--- src/rtl/dot_product_engine.sv ---
// -----------------------------------------------------------------------------
// dot_product_engine
//
// Purpose:
//   A rising edge on START in IDLE launches one operation. The engine fetches
//   the signed vectors A and B one element at a time over an AXI-Lite read
//   master and accumulates sum(A[i]*B[i]) into an ACC_WIDTH-bit register. It
//   then writes the low DATA_WIDTH bits of the sum to OUT_ADDR over an AXI-Lite
//   write master and reports the outcome on STATUS.
//
// Ports:
//   ACLK, ARESET          clock; synchronous active-high reset
//   START                 control bit; a rising edge launches an operation
//   VEC_A_BASE/VEC_B_BASE byte addresses of A[0] / B[0]
//   VEC_LEN               element count (0 .. MAX_LEN)
//   OUT_ADDR              byte address for the result word
//   STATUS                [0] busy [1] done [2] error [3] overflow
//   M_AR*/M_R*            read master (one outstanding read at a time)
//   M_AW*/M_W*/M_B*       write master (single result write)
// -----------------------------------------------------------------------------
module dot_product_engine #(
   parameter int ADDR_WIDTH = 32,
   parameter int DATA_WIDTH = 32,
   parameter int ACC_WIDTH  = 64,
   parameter int MAX_LEN    = 1024
) (
   input  logic                  ACLK,
   input  logic                  ARESET,
   input  logic                  START,
   input  logic [ADDR_WIDTH-1:0] VEC_A_BASE,
   input  logic [ADDR_WIDTH-1:0] VEC_B_BASE,
   input  logic [31:0]           VEC_LEN,
   input  logic [ADDR_WIDTH-1:0] OUT_ADDR,
   output logic [31:0]           STATUS,
   output logic [ADDR_WIDTH-1:0] M_ARADDR,
   output logic                  M_ARVALID,
   input  logic                  M_ARREADY,
   input  logic [DATA_WIDTH-1:0] M_RDATA,
   input  logic [1:0]            M_RRESP,
   input  logic                  M_RVALID,
   output logic                  M_RREADY,
   output logic [ADDR_WIDTH-1:0] M_AWADDR,
   output logic                  M_AWVALID,
   input  logic                  M_AWREADY,
   output logic [DATA_WIDTH-1:0] M_WDATA,
   output logic                  M_WVALID,
   input  logic                  M_WREADY,
   input  logic [1:0]            M_BRESP,
   input  logic                  M_BVALID,
   output logic                  M_BREADY
);

   localparam int BYTE_SHIFT = $clog2(DATA_WIDTH / 8);

   typedef enum logic [3:0] {
      S_IDLE,
      S_RD_A_ADDR,
      S_RD_A_DATA,
      S_RD_B_ADDR,
      S_RD_B_DATA,
      S_MAC,
      S_WRITE,
      S_WR_RESP,
      S_DONE
   } state_t;

   state_t                state_reg;
   logic                  start_d_reg;
   logic [ADDR_WIDTH-1:0] a_base_reg;
   logic [ADDR_WIDTH-1:0] b_base_reg;
   logic [ADDR_WIDTH-1:0] out_addr_reg;
   logic [31:0]           len_reg;
   logic [31:0]           idx_reg;
   logic [DATA_WIDTH-1:0] a_reg;
   logic [DATA_WIDTH-1:0] b_reg;
   logic [ACC_WIDTH-1:0]  acc_reg;
   logic                  busy_reg;
   logic                  done_reg;
   logic                  err_reg;
   logic                  ovf_reg;
   logic [ADDR_WIDTH-1:0] araddr_reg;
   logic                  arvalid_reg;
   logic                  rready_reg;
   logic [ADDR_WIDTH-1:0] awaddr_reg;
   logic                  awvalid_reg;
   logic [DATA_WIDTH-1:0] wdata_reg;
   logic                  wvalid_reg;
   logic                  bready_reg;

   // Sign-extend both operands to the accumulator width; since
   // ACC_WIDTH >= 2*DATA_WIDTH the truncated product equals the exact
   // 2*DATA_WIDTH signed product, sign-extended.
   logic [ACC_WIDTH-1:0]  a_ext;
   logic [ACC_WIDTH-1:0]  b_ext;
   logic [ACC_WIDTH-1:0]  prod;
   logic [ACC_WIDTH-1:0]  acc_next;
   logic [31:0]           idx_next;
   logic                  acc_fits;
   logic                  launch;
   logic                  aw_done;
   logic                  w_done;

   assign a_ext    = {{(ACC_WIDTH-DATA_WIDTH){a_reg[DATA_WIDTH-1]}}, a_reg};
   assign b_ext    = {{(ACC_WIDTH-DATA_WIDTH){b_reg[DATA_WIDTH-1]}}, b_reg};
   assign prod     = a_ext * b_ext;
   assign acc_next = acc_reg + prod;
   assign idx_next = idx_reg + 32'd1;

   // The sum fits a signed DATA_WIDTH word when every bit from the word's sign
   // bit upward is identical.
   assign acc_fits = (&acc_next[ACC_WIDTH-1:DATA_WIDTH-1]) |
                     ~(|acc_next[ACC_WIDTH-1:DATA_WIDTH-1]);

   assign launch = START & ~start_d_reg & (state_reg == S_IDLE);

   // A channel counts as finished once its VALID has already dropped or is
   // being accepted in this cycle.
   assign aw_done = ~awvalid_reg | M_AWREADY;
   assign w_done  = ~wvalid_reg  | M_WREADY;

   function automatic logic [ADDR_WIDTH-1:0] elem_addr(input logic [ADDR_WIDTH-1:0] base,
                                                        input logic [31:0] idx);
      return base + (ADDR_WIDTH'(idx) << BYTE_SHIFT);
   endfunction

   always_ff @(posedge ACLK) begin
      if (ARESET) begin
         state_reg    <= S_IDLE;
         start_d_reg  <= 1'b0;
         a_base_reg   <= '0;
         b_base_reg   <= '0;
         out_addr_reg <= '0;
         len_reg      <= '0;
         idx_reg      <= '0;
         a_reg        <= '0;
         b_reg        <= '0;
         acc_reg      <= '0;
         busy_reg     <= 1'b0;
         done_reg     <= 1'b0;
         err_reg      <= 1'b0;
         ovf_reg      <= 1'b0;
         araddr_reg   <= '0;
         arvalid_reg  <= 1'b0;
         rready_reg   <= 1'b0;
         awaddr_reg   <= '0;
         awvalid_reg  <= 1'b0;
         wdata_reg    <= '0;
         wvalid_reg   <= 1'b0;
         bready_reg   <= 1'b0;
      end else begin
         start_d_reg <= START;
         case (state_reg)
            S_IDLE: begin
               if (launch) begin
                  a_base_reg   <= VEC_A_BASE;
                  b_base_reg   <= VEC_B_BASE;
                  len_reg      <= VEC_LEN;
                  out_addr_reg <= OUT_ADDR;
                  acc_reg      <= '0;
                  idx_reg      <= '0;
                  busy_reg     <= 1'b1;
                  done_reg     <= 1'b0;
                  err_reg      <= 1'b0;
                  ovf_reg      <= 1'b0;
                  if (VEC_LEN > 32'(MAX_LEN)) begin
                     err_reg   <= 1'b1;
                     state_reg <= S_DONE;
                  end else if (VEC_LEN == 32'd0) begin
                     // Empty vectors still produce a (zero) result write.
                     awaddr_reg  <= OUT_ADDR;
                     wdata_reg   <= '0;
                     awvalid_reg <= 1'b1;
                     wvalid_reg  <= 1'b1;
                     state_reg   <= S_WRITE;
                  end else begin
                     araddr_reg  <= VEC_A_BASE;
                     arvalid_reg <= 1'b1;
                     state_reg   <= S_RD_A_ADDR;
                  end
               end
            end

            S_RD_A_ADDR: begin
               if (M_ARREADY) begin
                  arvalid_reg <= 1'b0;
                  rready_reg  <= 1'b1;
                  state_reg   <= S_RD_A_DATA;
               end
            end

            S_RD_A_DATA: begin
               if (M_RVALID) begin
                  rready_reg <= 1'b0;
                  if (M_RRESP != 2'b00) begin
                     err_reg   <= 1'b1;
                     state_reg <= S_DONE;
                  end else begin
                     a_reg       <= M_RDATA;
                     araddr_reg  <= elem_addr(b_base_reg, idx_reg);
                     arvalid_reg <= 1'b1;
                     state_reg   <= S_RD_B_ADDR;
                  end
               end
            end

            S_RD_B_ADDR: begin
               if (M_ARREADY) begin
                  arvalid_reg <= 1'b0;
                  rready_reg  <= 1'b1;
                  state_reg   <= S_RD_B_DATA;
               end
            end

            S_RD_B_DATA: begin
               if (M_RVALID) begin
                  rready_reg <= 1'b0;
                  if (M_RRESP != 2'b00) begin
                     err_reg   <= 1'b1;
                     state_reg <= S_DONE;
                  end else begin
                     b_reg     <= M_RDATA;
                     state_reg <= S_MAC;
                  end
               end
            end

            S_MAC: begin
               acc_reg <= acc_next;
               idx_reg <= idx_next;
               if (idx_next == len_reg) begin
                  awaddr_reg  <= out_addr_reg;
                  wdata_reg   <= acc_next[DATA_WIDTH-1:0];
                  awvalid_reg <= 1'b1;
                  wvalid_reg  <= 1'b1;
                  ovf_reg     <= ~acc_fits;
                  state_reg   <= S_WRITE;
               end else begin
                  araddr_reg  <= elem_addr(a_base_reg, idx_next);
                  arvalid_reg <= 1'b1;
                  state_reg   <= S_RD_A_ADDR;
               end
            end

            S_WRITE: begin
               if (M_AWREADY) awvalid_reg <= 1'b0;
               if (M_WREADY)  wvalid_reg  <= 1'b0;
               if (aw_done && w_done) begin
                  bready_reg <= 1'b1;
                  state_reg  <= S_WR_RESP;
               end
            end

            S_WR_RESP: begin
               if (M_BVALID) begin
                  bready_reg <= 1'b0;
                  if (M_BRESP != 2'b00) err_reg <= 1'b1;
                  state_reg <= S_DONE;
               end
            end

            S_DONE: begin
               busy_reg  <= 1'b0;
               done_reg  <= 1'b1;
               state_reg <= S_IDLE;
            end

            default: state_reg <= S_IDLE;
         endcase
      end
   end

   assign STATUS    = {28'd0, ovf_reg, err_reg, done_reg, busy_reg};
   assign M_ARADDR  = araddr_reg;
   assign M_ARVALID = arvalid_reg;
   assign M_RREADY  = rready_reg;
   assign M_AWADDR  = awaddr_reg;
   assign M_AWVALID = awvalid_reg;
   assign M_WDATA   = wdata_reg;
   assign M_WVALID  = wvalid_reg;
   assign M_BREADY  = bready_reg;

endmodule

--- config.mk ---
export PLATFORM = sky130hd
export DESIGN_NAME = dot_product_engine
export DESIGN_NICKNAME = d
export VERILOG_FILES = /design/src/rtl/dot_product_engine.sv
export SDC_FILE = /design/constraint.sdc
export NUM_CORES = 2
export LEC_CHECK = 0
export ABC_AREA = 1
export CAP_MARGIN = 20
export CORE_UTILIZATION = 55
export CTS_BUF_LIST = sky130_fd_sc_hd__clkbuf_8
export CTS_CLUSTER_DIAMETER = 150
export CTS_CLUSTER_SIZE = 16
export DETAILED_ROUTE_END_ITERATION = 10
export PLACE_DENSITY = 0.74
export SYNTH_ARGS = -nofsm -noshare
export SYNTH_HDL_FRONTEND = slang
export SYNTH_SLANG_ARGS = --single-unit
--- constraint.sdc ---
create_clock -name ACLK -period 19.7 [get_ports ACLK]
set_input_delay 1.97 -clock ACLK [delete_from_list [all_inputs] [get_ports ACLK]]
set_output_delay 1.97 -clock ACLK [all_outputs]
set_load 0.02 [all_outputs]
**Word level (Yosys, flattened, before mapping)**

Cells that the tools add are included.

- Add/sub/neg operators: 4
- Multipliers: 1
- $lt $le $gt $ge: 1
- Equality and inequality tests: 28
- Muxes and demuxes: 69
- Bitwise logic cells: 11
- Reduce and logical (&&, ||, !) cells: 32

Operator list:

| operator | count |
|---|---|
| 32-bit 2-to-1 mux | 15 |
| 32-bit one-hot mux with 2 select lines | 3 |
| 64-bit one-hot mux with 2 select lines | 1 |
| 32-bit one-hot mux with 3 select lines | 1 |
| 32-bit adder | 2 |
| 64-bit adder | 1 |
| 32-bit by 32-bit multiplier with 64-bit output | 1 |
| 64-bit 2-to-1 mux | 1 |
| 4-bit 2-to-1 mux | 10 |
| 33-bit AND reduction | 1 |
| 33-bit OR reduction | 1 |
| 32-bit by 1-bit adder with 32-bit output, second input constant | 1 |
| 32-bit == test | 1 |
| 32-bit by 11-bit > comparator with 1-bit output, second input constant | 1 |
| 32-bit logical NOT | 1 |
| 4-bit one-hot mux with 8 select lines | 1 |
| 2-bit != test, second input constant | 15 |
| 1-bit 2-to-1 mux | 26 |
| 6-bit AND reduction | 3 |
| 4-bit by 3-bit == test with 1-bit output, second input constant | 4 |
| 3-bit AND reduction | 5 |
| 7-bit AND reduction | 2 |
| 2-bit nonzero test | 6 |
| 1-bit one-hot mux with 2 select lines | 5 |
| 18 further kinds | 38 |

- Flip-flop bits (word level): 398
- Output and inout port bits: 133

**Longest topological paths before layout**

- Word-level depth: 8
- Mapped depth: 40

**Least setup slack after synthesis**

Ideal clock, no wire load.

- Kind: register to register
- Start: register a_reg[31]
- End: register ovf_reg
- Setup time: 0.132 ns
- Arrival: 7.973 ns
- Setup slack: 11.595 ns
- Stages on the path, launching flop included: 34
- Buffers on the path: 1
- Cells stage by stage: dfxtp_1 -> clkbuf_1 -> nand2_1 -> fa_1 -> fa_1 -> inv_1 -> fa_1 -> inv_1 -> fa_1 -> inv_1 -> fa_1 -> fa_1 -> fa_1 -> inv_1 -> fa_1 -> inv_1 -> ha_1 -> nand2_1 -> nor2_1 -> inv_1 -> nor3_1 -> nand2_1 -> nor3_1 -> nand2_1 -> nand2_1 -> nand2_1 -> nand2_1 -> nand2_1 -> nor2_1 -> nand2_1 -> nor2_1 -> nand3_1 -> nand3_1 -> a21oi_1

- Longest elaborated chain between the ends: 8

Ends and longest elaborated chain:

| element | line | RTL |
|---|---|---|
| start, declared | 74 | `logic [DATA_WIDTH-1:0] a_reg;` |
| start signal, assigned | 135 | `a_reg <= '0;` |
| start signal, assigned | 198 | `a_reg <= M_RDATA;` |
| 32-bit by 32-bit multiplier with 64-bit output (*) | 105 | `assign prod = a_ext * b_ext;` |
| 64-bit adder (*) | 106 | `assign acc_next = acc_reg + prod;` |
| 33-bit OR reduction | 112 | `~(\|acc_next[ACC_WIDTH-1:DATA_WIDTH-1]);` |
| 1-bit inverter | 112 |  |
| 1-bit OR (*) | 111 | `assign acc_fits = (&acc_next[ACC_WIDTH-1:DATA_WIDTH-1]) \|` |
| 1-bit inverter (*) | 235 | `ovf_reg <= ~acc_fits;` |
| 1-bit 2-to-1 mux (*) | 230 | `if (idx_next == len_reg) begin` |
| 1-bit one-hot mux with 2 select lines (*) | 152 | `case (state_reg)` |
| end signal, assigned | 235 |  |
| end, declared | 80 | `logic ovf_reg;` |

Mark *: on every way between the ends. The rest lies on a longest branch, timed or not. The select of a mux whose other input is x is not followed.
A chain may end at the register's enable or synchronous reset.

**Worst setup path in the final report**

Same ends and word-level chain as after synthesis.

==> results.md <==
- The die outline area is 0.116 mm^2.
- The maximum number of pins on one net before global-route repair is 193.
- The ratio of routed vias to standard cells is 5.28.
- The total via count after detailed routing is 53600.
- The worst hold path belongs to the class register to register.
- The run finished with clean final reports.
- The number of hold-repair buffers added at the cts stage is 0.
- The share of layout cells above drive strength 1 is 2.28%.
- For hold timing, the worst endpoint is M_ARADDR[8].
- The number of antenna violations at the first check in global routing is 2.
- Across every metal layer, demand over resource in global routing totals 33.8%.
- In this run the worst path has a maximum fanout of 27.
- Setup total negative slack on the finished layout was measured at 0 ns.
- Data on the critical path is required at its endpoint by 20.31 ns.
- Across the routed clock network, the largest skew measured is 0.107 ns.
- The count of final max-slew check failures is 0.
- The top-level port count is 305.
- The longest clock path from root to sink contains 3 buffers.
- In the final design database the tool counted 10300 nets.
- The number of I/O port buffers is 276.
- The most repeated cell in the gate-level netlist after synthesis is nand2_1.
- After clock tree synthesis, the clock-pin slew on the worst setup and hold paths is 0.12 ns.
- The startpoint type of the worst setup path is a register.
- Along the worst hold path, the cell count comes to 2.
- The number of buffers added by the clock tree synthesis step is 31.
- The mean area per synthesized cell is 7.34 um^2.
- Internal power comes to 1100 uW.
- The setup check on the worst reg-to-reg path leaves a slack of 10.78 ns.
- For this design, the sink count on the clock tree is 398.
- The total iterations of the first detailed-routing run is 6.
- The relative contribution of the clock network to total power is 30.7%.
- The switching power as a share of total power is 31.7%.
- Power comes to 1620 uW.
- The worst-margin pin slew is 1.15 ns.
- For this block, the initial DRC count from the detailed router was 4355.
- The first global-routing pass estimated 308000 um of wire.
- The post-DP HPWL is 158000 um.
- The area inside the core boundary is 0.114 mm^2.
- The largest individual stage delay along the critical path comes from the cell inv_1.
- For this run, the leading register cell type out of synthesis is dfxtp_1.
- The number of gates resized after CTS was 0.
- The maximum vdd ir drop is 58.2 uV.
- In this design, the stage delay of the slowest critical-path cell is 0.68 ns.
- In this run the clock root is driven by a clkbuf_8.
- The period utilization is 45.3%.
- Power spread over the standard cell area amounts to 23.9 mW/mm^2.
- Sorting the synthesized cells by area gives the leading types as fa_1 (38%), nand2_1 (13%), inv_1 (13%), dfxtp_1 (13%), ha_1 (5.5%).
- CTS built an H-tree with a depth of 1.
- Counting every instance in the synthesized netlist gives 8629.
- The worst slack after detailed placement is 10.84 ns.
- The detailed-route wire length per cell is 18.9 um.
- The share of total power in sequential cells is 53.7%.
- Counting instances in the post-synthesis netlist gives the leading cell types as nand2_1 (2240), inv_1 (2152), fa_1 (1212), nor2_1 (790), dfxtp_1 (398).
- The number of global-route vias before repair was 55600.
- The count of nets left with antenna violations once routing finished came out at 0.
- In this run the tightest slew margin relative to its limit is 23.2%.
- The startpoint of the tightest hold check path is M_ARADDR[8].
- The standby leakage power is 0.0378 uW.
- The total of warnings raised by yosys is 0.
- The die is 341 um wide.
- For this run, design rule violations remaining after detail routing come to 0.
- From synthesis to final layout, the design area changed by 6.66%.
- The logic depth of the worst register-to-register path is 35.
- After synthesis the netlist holds a flip-flop and latch count of 398.
- The worst setup path is captured at a register.
- The total detailed-routing wirelength is 191000 um.
- In this run the vertical extent of the chip is 341 um.
- The endpoint identified for the worst register-to-register timing path is ovf_reg.
- Setup repair after global routing left no endpoint under its margin.
- The largest area contributor in the netlist is fa_1.
- The clock reaches the later pin of the worst-skew pair after 0.83 ns.
- After synthesis the cells add up to 0.0633 mm^2.
- After floorplanning, the core was divided into 124 placement rows.
- The startpoint of the worst-slack reg-to-reg timing path is a_reg[31].
- Hold timing on the final database bottoms out at a slack of 0.469 ns.
- Combinational cells account for 15.7% of the total power.
- The TritonCTS clock tree is done.
- The global placement routability congestion is 1.06.
- The worst setup path is of the register to register kind.
- The number of setup violations in the final report is 0.
- The effective utilization at floorplan is 55.5%.
- The top-area cell type share of the netlist area is 38.3%.
- The number of distinct library cells after synthesis is 53.
- The minimum period implied by the final worst setup slack is 8.92 ns.
- Across the run, the number of max-cap violations was 0.
- Yosys mapped a number of flops with a built-in enable equal to 0.
- The hold violation count in the final report was 0.
- The arrival time of the worst setup path is 9.53 ns.
- The register with the most flip-flops in the layout has 64 of them.
- Based on the critical path, the design can be clocked at up to 112 MHz.
- The sequential element share of the synthesized area is 12.6%.
- After clock tree synthesis, the setup repair step added 0 buffers.
- After global routing the overflow that remains totals 0.
- After synthesis, the share of flip-flops with an asynchronous set or reset is 0%.
- The most critical setup path has its startpoint at a_reg[31].
- The switching power of the nets is 513 uW.
- Setup slack on the critical path of the routed design comes to 10.78 ns.
==> logic make-up (layout without fill, tap and decap cells) <==
kind of cell | Yosys count | count (layout) | share of synthesized area [%]
adder cells (fa/ha/maj) | 1489 | 1489 | 43.8
flip-flops | 398 | 398 | 12.6
XOR/XNOR | 56 | 56 | 0.798
AO/OA/AOI/OAI | 725 | 725 | 6.15
AND/OR/NAND/NOR | 3377 | 3377 | 21.0
buffers and inverters | 2583 | 2561 | 15.6
other | 1 | 30 | 0.00592
==> layout make-up <==
cell class,count,area (um^2)
Antenna cell,2,5.00
Tap cell,1512,1890
Multi-Input combinational cell,5675,45600
Clock buffer,31,427
Timing Repair Buffer,359,3400
Sequential cell,398,7990
Fill cell,10600,46600
Inverter,2162,8130
Clock inverter,9,105
==> per-stage QoR <==
stage / util (%) / cell area, um^2 / std cells
6_report: 59.1 / 67500 / 10100
3_3_place_gp: 58.7 / 67000 / 10100
3_5_place_dp: 58.7 / 67000 / 10100
5_1_grt: 59.1 / 67500 / 10100
2_1_floorplan: - / 63400 / 8656
4_1_cts: 59.1 / 67500 / 10100
==> metal layers <==
layer / track usage [%] / up-vias / part of all wire, %
met5: 0 / - / 0.0052
li1: - / 24800 / -
met3: 4.88 / 382 / 7.6
met2: 56.9 / 2111 / 48
met4: 9.89 / 2 / 3.4
met1: 45.2 / 26300 / 41
==> placed cells by master (no fill, tap or decap), types with 12 or more instances in the layout <==
cell type	n
dfxtp_1	382
inv_1	2150
conb_1	28
nand3_1	191
nand4_1	48
nor3_1	38
dfxtp_2	16
ha_1	277
clkdlybuf4s50_1	275
nor2_1	786
o211ai_1	12
buf_4	83
xnor2_1	29
o21a_1	39
o21ai_0	301
xor2_1	25
o21bai_1	21
nand2_1	2238
clkbuf_8	31
fa_1	1212
a21oi_1	311
or2_2	25
==> power by group through the flow <==
stage | Combinational (uW) | Clock, uW | Sequential (uW)
2_1_floorplan | 134 | 0 | 890
3_3_place_gp | 247 | 0 | 883
3_5_place_dp | 250 | 0 | 884
4_1_cts | 252 | 504 | 866
5_1_grt | 277 | 531 | 871
6_report | 253 | 496 | 867
==> critical path: cells and delay by family, from the launching register on <==
kind	cells	cell delay [ns]
buffers and inverters	9	1.85
and+or+nand+nor	16	2.04
adders and majority gates	9	4.30
AOI/OAI and AO/OA	1	0.06
DFF	1	0.48
==> worst max-delay path by stage <==
stage,endpoint,slack (ns),cells after the start
3_3_place_gp,ovf_reg,10.98,31
4_1_cts,ovf_reg,10.76,33
2_1_floorplan,ovf_reg,11.60,33
3_5_place_dp,ovf_reg,10.84,33
6_report,ovf_reg,10.78,35
5_1_grt,ovf_reg,10.18,35
No activity file was read; power rests on OpenSTA's default activity.
